==> src/rtl/ex_mem_reg.sv <==
// rtl/ex_mem_reg.sv - EX/MEM pipeline register with branch resolve, forwarding and load-use detect
module ex_mem_reg #(
  parameter int DATA_W = 32,
  parameter int REG_W  = 5
) (
  input  logic              clk,
  input  logic              rst_n,
  input  logic              stall,
  input  logic              flush,
  input  logic              in_valid,
  input  logic [1:0]        wb_ctl_in,
  input  logic [2:0]        m_ctl_in,
  input  logic [DATA_W-1:0] br_target_in,
  input  logic              zero_in,
  input  logic [DATA_W-1:0] alu_result_in,
  input  logic [DATA_W-1:0] store_data_in,
  input  logic [REG_W-1:0]  dest_reg_in,
  input  logic [REG_W-1:0]  ex_rs,
  input  logic [REG_W-1:0]  ex_rt,
  output logic              out_valid,
  output logic [1:0]        wb_ctl_out,
  output logic [2:0]        m_ctl_out,
  output logic [DATA_W-1:0] br_target_out,
  output logic              zero_out,
  output logic [DATA_W-1:0] alu_result_out,
  output logic [DATA_W-1:0] store_data_out,
  output logic [REG_W-1:0]  dest_reg_out,
  output logic              pcsrc,
  output logic              fwd_a,
  output logic              fwd_b,
  output logic              load_use
);

  logic dest_nz;

  // Reset and flush both leave a bubble; flush outranks stall.
  always_ff @(posedge clk) begin
    if (!rst_n || flush) begin
      out_valid      <= 1'b0;
      wb_ctl_out     <= '0;
      m_ctl_out      <= '0;
      br_target_out  <= '0;
      zero_out       <= 1'b0;
      alu_result_out <= '0;
      store_data_out <= '0;
      dest_reg_out   <= '0;
    end else if (!stall) begin
      out_valid      <= in_valid;
      wb_ctl_out     <= in_valid ? wb_ctl_in : 2'b00;
      m_ctl_out      <= in_valid ? m_ctl_in : 3'b000;
      br_target_out  <= br_target_in;
      zero_out       <= zero_in;
      alu_result_out <= alu_result_in;
      store_data_out <= store_data_in;
      dest_reg_out   <= dest_reg_in;
    end
  end

  // Register 0 is hardwired zero, so it never produces a hazard.
  assign dest_nz  = (dest_reg_out != '0);
  assign pcsrc    = out_valid & m_ctl_out[2] & zero_out;
  assign fwd_a    = out_valid & wb_ctl_out[1] & dest_nz & (dest_reg_out == ex_rs);
  assign fwd_b    = out_valid & wb_ctl_out[1] & dest_nz & (dest_reg_out == ex_rt);
  assign load_use = out_valid & m_ctl_out[1] & dest_nz &
                    ((dest_reg_out == ex_rs) | (dest_reg_out == ex_rt));

endmodule
==> config.mk <==
export PLATFORM = sky130hd
export DESIGN_NAME = ex_mem_reg
export DESIGN_NICKNAME = d
export VERILOG_FILES = /design/src/rtl/ex_mem_reg.sv
export SDC_FILE = /design/constraint.sdc
export NUM_CORES = 1
export LEC_CHECK = 0
export CORE_MARGIN = 5
export CORE_UTILIZATION = 37
export CTS_CLUSTER_SIZE = 12
export DETAILED_ROUTE_END_ITERATION = 12
export PLACE_DENSITY = 0.86
export RECOVER_POWER = 50
export SYNTH_ARGS = -nofsm -noshare
export SYNTH_HDL_FRONTEND = slang
export SYNTH_SLANG_ARGS = --single-unit
==> constraint.sdc <==
create_clock -name clk -period 1.7 [get_ports clk]
set_input_delay 0.17 -clock clk [delete_from_list [all_inputs] [get_ports clk]]
set_output_delay 0.17 -clock clk [all_outputs]
set_load 0.01 [all_outputs]
* Word level (Yosys, flattened, before mapping)
Cells that the tools add are included.
** Operators by class
- Equality and inequality tests :: 2
- Multiplexer cells :: 2
- Bitwise logic cells :: 10
- Reduce and logical (&&, ||, !) cells :: 3
** Operators with widths (count)
- == test 5 bit :: 2
- bitwise AND 1 bit :: 9
- nonzero test 5 bit :: 1
- 2-to-1 mux 3 bit :: 1
- 2-to-1 mux 2 bit :: 1
- zero test 1 bit :: 1
- logical OR 1 bit :: 1
- OR 1 bit :: 1
** Storage, ports and cells
- Flip-flop bits (word level) :: 108
- Input bits :: 122
- Output and inout port bits :: 112
- Word-level logic and storage cells :: 25

* Longest topological paths before layout
- Word-level depth :: 3
- Mapped depth :: 5
- Mapped depth without buffers :: 4

* Least setup slack after synthesis
Ideal clock, no wire load.
- Kind :: reg2out
- Start point :: register dest_reg_out[4]
- End point :: output port fwd_a
- Arrival time :: 1196 ps
- Data required time :: 1530 ps
- Slack :: 334 ps
- Stages on the path, launching flop included :: 5
- Buffers on the path :: 0
- Cell sequence :: dfxtp_1 or4_1 o21a_1 nand2_2 nor2_1
** On the way
- Longest elaborated chain between the ends :: 3
- Elaborated cells between the ends (all ways) :: 4
- Those cells by class :: 1 x eq/ne; 2 x bitwise; 1 x reduce/logical
** Ends and longest elaborated chain
- from (decl) :: line 27 : output logic [REG_W-1:0] dest_reg_out,
- from (signal assigned) :: line 55 : dest_reg_out <= dest_reg_in;
- nonzero test 5 bit :: line 60 : assign dest_nz = (dest_reg_out != '0);
- bitwise AND 1 bit :: line 62 : assign fwd_a = out_valid & wb_ctl_out[1] & dest_nz & (dest_reg_out == ex_rs);
- bitwise AND 1 bit (*) :: line 62
- to (decl) :: line 29 : output logic fwd_a,
Every way passes the cells marked *; elsewhere a longest branch is shown, timed or not.

* Worst setup path in the final report
- Start point :: register dest_reg_out[1]
- End point :: output port fwd_a
The elaborated chain is that of the path after synthesis.

==> impl_metrics.env <==
export IMPL_status="finished with violations"
export IMPL_violations="negative setup slack"
export IMPL_path_cells="or4_4 -> o21a_1 -> nand2_2 -> nor2_1 -> buf_2"
export IMPL_final_util_pct=63.8
export IMPL_grt_use_total_pct=17.9
export IMPL_cts_root_buf="clkbuf_8"
export IMPL_cap_viol_max_count=0
export IMPL_p_sw_mw=1.18
export IMPL_syn_nets=494
export IMPL_max_stage_delay_ns=0.52
export IMPL_worst_slack_ns=-0.127
export IMPL_drc=0
export IMPL_diodes=0
export IMPL_syn_cell_area_sq_um=3910
export IMPL_synth_simple_gate_area_share_pct=12.0
export IMPL_drtPass1Iterations=4
export IMPL_cts_max_path_buffers=2
export IMPL_grt_max_degree=56
export IMPL_fp_dieArea_sq_um=12700
export IMPL_cts_sinks=108
export IMPL_relSlewSlack_pct=28.8
export IMPL_crit_fanout=2
export IMPL_synth_xor_area_share_pct=2.24
export IMPL_clock_latency_ns=0.37
export IMPL_crit_buf_inv=1
export IMPL_use_met2_pct=33.2
export IMPL_synthMuxAreaShare_pct=26.1
export IMPL_core_rowCount=37
export IMPL_grt_ovfl_total=0
export IMPL_slew_violations=0
export IMPL_use_met1_pct=17.5
export IMPL_power_density_nw_per_um2=769
export IMPL_synth_compound_area_share_pct=1.41
export IMPL_layout_min_cycle_time_ns=1.83
export IMPL_critPathLaunchType="flip-flop"
export IMPL_ys_types=19
export IMPL_p_int_mw=3.89
export IMPL_hold_violations=0
export IMPL_coreArea_sq_um=10300
export IMPL_cts_hold_buf=0
export IMPL_htree_levels=3
export IMPL_cts_buffers_inserted=9
export IMPL_tritoncts="done"
export IMPL_io_pins=234
export IMPL_drt_initial_drc_count=126
export IMPL_post_drt_wl_per_cell_um=16.0
export IMPL_synth_area_per_cell_sq_um=10.5
export IMPL_vias=3470
export IMPL_die_width_um=113
export IMPL_vias_per_cell=4.66
export IMPL_comb_power_share_pct=16.4
export IMPL_holdWs_ns=0.246
export IMPL_gp_congestion=0.915
export IMPL_grt_antenna_before_repair=0
export IMPL_crit_family="simple AND/OR/NAND/NOR gates"
export IMPL_power_leakage_nw=2.73
export IMPL_grt_pass1_vias=3665
export IMPL_path_class="flip-flop to output port"
export IMPL_drive_above_1_share_pct=5.59
export IMPL_tightest_slew_ns=1.07
export IMPL_skew_ns=0
export IMPL_dpl_hpwl_um=9210
export IMPL_pre_cts_ws_ns=-0.246
export IMPL_wl_um=11900
export IMPL_fmax_ghz=0.547
export IMPL_synth_top_family_by_area="multiplexers"
export IMPL_swShare_pct=23.2
export IMPL_synth_adder_area_share_pct=0
export IMPL_syn_to_final_growth_pct=68.4
export IMPL_final_cell_area_sq_um=6590
export IMPL_min_path_type="input pin to flip-flop"
export IMPL_fin_nets=726
export IMPL_ant_nets=0
export IMPL_yosysWarnings=0
export IMPL_start_util_pct=37.9
export IMPL_fin_crit_sh_pct=107
export IMPL_setup_viol_count_final=3
export IMPL_peakVddDrop_mv=0.442
export IMPL_crit_required_ns=1.53
export IMPL_rsz0062_at_grt="yes"
export IMPL_crit_slowest_cell="or4_4"
export IMPL_clkTransAtPathRegs_ns=0.09
export IMPL_grtUsageMet3_pct=7.11
export IMPL_seqPwrFrac_pct=52.5
export IMPL_pwr_share_clk_pct=31.1
export IMPL_worstPathArrival_ns=1.66
export IMPL_io_buffers=233
export IMPL_synth_seq_cells=108
export IMPL_grt_busiest_layer="met2"
export IMPL_dieHeight_um=113
export IMPL_synthCells=372
export IMPL_yosysSeqAreaShare_pct=55.3
export IMPL_grt_pass1_wl_um=18200
export IMPL_cp_end_kind="output port"
export IMPL_place_area_sq_um=6430
[stage by stage]
step / TNS [ns] / std cells / power (mW)
6_report: -0.367 / 744 / 5.07
5_1_grt: -0.615 / 744 / 5.29
4_1_cts: -0.521 / 744 / 5.14
3_5_place_dp: -0.599 / 729 / 3.56
3_3_place_gp: -0.509 / 729 / 3.54
2_1_floorplan: 0 / 372 / 3.04
[area by class of cell]
class | count | area (sq um)
Fill cell | 836 | 3740
Timing Repair Buffer | 245 | 2420
Clock inverter | 4 | 48.8
Sequential cell | 108 | 2160
Multi-Input combinational cell | 240 | 1640
Clock buffer | 11 | 151
Tap cell | 136 | 170
[flip-flops by register name (all words and copies together), names as in the netlist]
| signal | flops |
|---|---|
| out_valid | 1 |
| store_data_out | 32 |
| zero_out | 1 |
| m_ctl_out | 3 |
| dest_reg_out | 5 |
| alu_result_out | 32 |
| br_target_out | 32 |
| wb_ctl_out | 2 |
[per-layer routing]
layer	wire, um	vias to the layer above	part of all wire (%)
li1	-	1693	-
met2	6170	148	52
met3	1150	22	9.7
met1	4260	1607	36
met4	296	0	2.5
met5	0	-	0
[logic make-up (layout without fill, tap and decap cells)]
family          Yosys count  count (layout)
buf+inv                  24             260
xor+xnor                 10              10
flops                   108             108
simple gates            120             120
mux                     102             102
compound gates            8               8
[cell usage in the layout, fill, tap and decap left out]
master,Yosys,routed
dlygate4sd3_1,0,1
dfxtp_1,108,107
buf_6,0,1
mux2i_1,102,102
or4_4,0,1
a22oi_1,5,5
nand3_1,2,2
dfxtp_2,0,1
nor2b_1,1,1
nor2_1,110,110
nand2_1,1,1
clkdlybuf4s50_1,0,228
and3_1,1,1
nor3_1,2,2
bufinv_16,0,1
o21a_1,1,1
clkbuf_8,0,11
nand2_2,1,1
xnor2_1,4,4
clkinv_2,0,2
nand2b_1,1,1
a21oi_1,2,2
buf_12,0,1
clkbuf_2,0,2
buf_4,2,9
buf_2,14,3
clkinv_4,0,1
xor2_1,6,6
[worst reg2reg max path, cell delays in order, from the launching register on]
cell	delay, ns
dfxtp_1	0.38
buf_4	0.16
mux2i_1	0.14
nor2_1	0.05
[final timing paths]
path	start	to	cells after the start	slack, ns
max	dest_reg_out[1]	fwd_a	5	-0.13
min	stall	alu_result_out[24]	3	0.25
max reg2reg	dest_reg_out[3]	dest_reg_out[3]	3	0.82
min reg2reg	br_target_out[15]	br_target_out[15]	2	0.50
[power by group through the flow]
stage          Sequential [mW]  Clock, mW  Combinational, mW
2_1_floorplan             2.75          0              0.284
3_3_place_gp              2.71          0              0.826
3_5_place_dp              2.72          0              0.845
4_1_cts                   2.66       1.63              0.850
5_1_grt                   2.67       1.74              0.887
6_report                  2.66       1.58              0.831
[cells in the mapped netlist]
| master | count | share of area, % |
|---|---|---|
| a22oi_1 | 5 | 0.96 |
| nor2b_1 | 1 | 0.16 |
| nand2_1 | 1 | 0.096 |
| nand2_2 | 1 | 0.16 |
| buf_4 | 2 | 0.38 |
| a21oi_1 | 2 | 0.26 |
| nand2b_1 | 1 | 0.16 |
| and3_1 | 1 | 0.16 |
| mux2i_1 | 102 | 26 |
| dfxtp_1 | 108 | 55 |
| nor3_1 | 2 | 0.26 |
| nor2_1 | 110 | 11 |
| buf_2 | 14 | 1.8 |
| xor2_1 | 6 | 1.3 |
| xnor2_1 | 4 | 0.90 |
| or4_1 | 1 | 0.19 |
| o21a_1 | 1 | 0.19 |
| nand3_1 | 2 | 0.26 |
| clkbuf_1 | 8 | 0.77 |
[repair_timing]
action | in CTS | in global routing
pin swaps | 6 | 1
gates resized for setup | 13 | 1
buffers inserted | 0 | 0
setup endpoints to repair | 4 | 4
No activity file was read; power rests on OpenSTA's default activity.
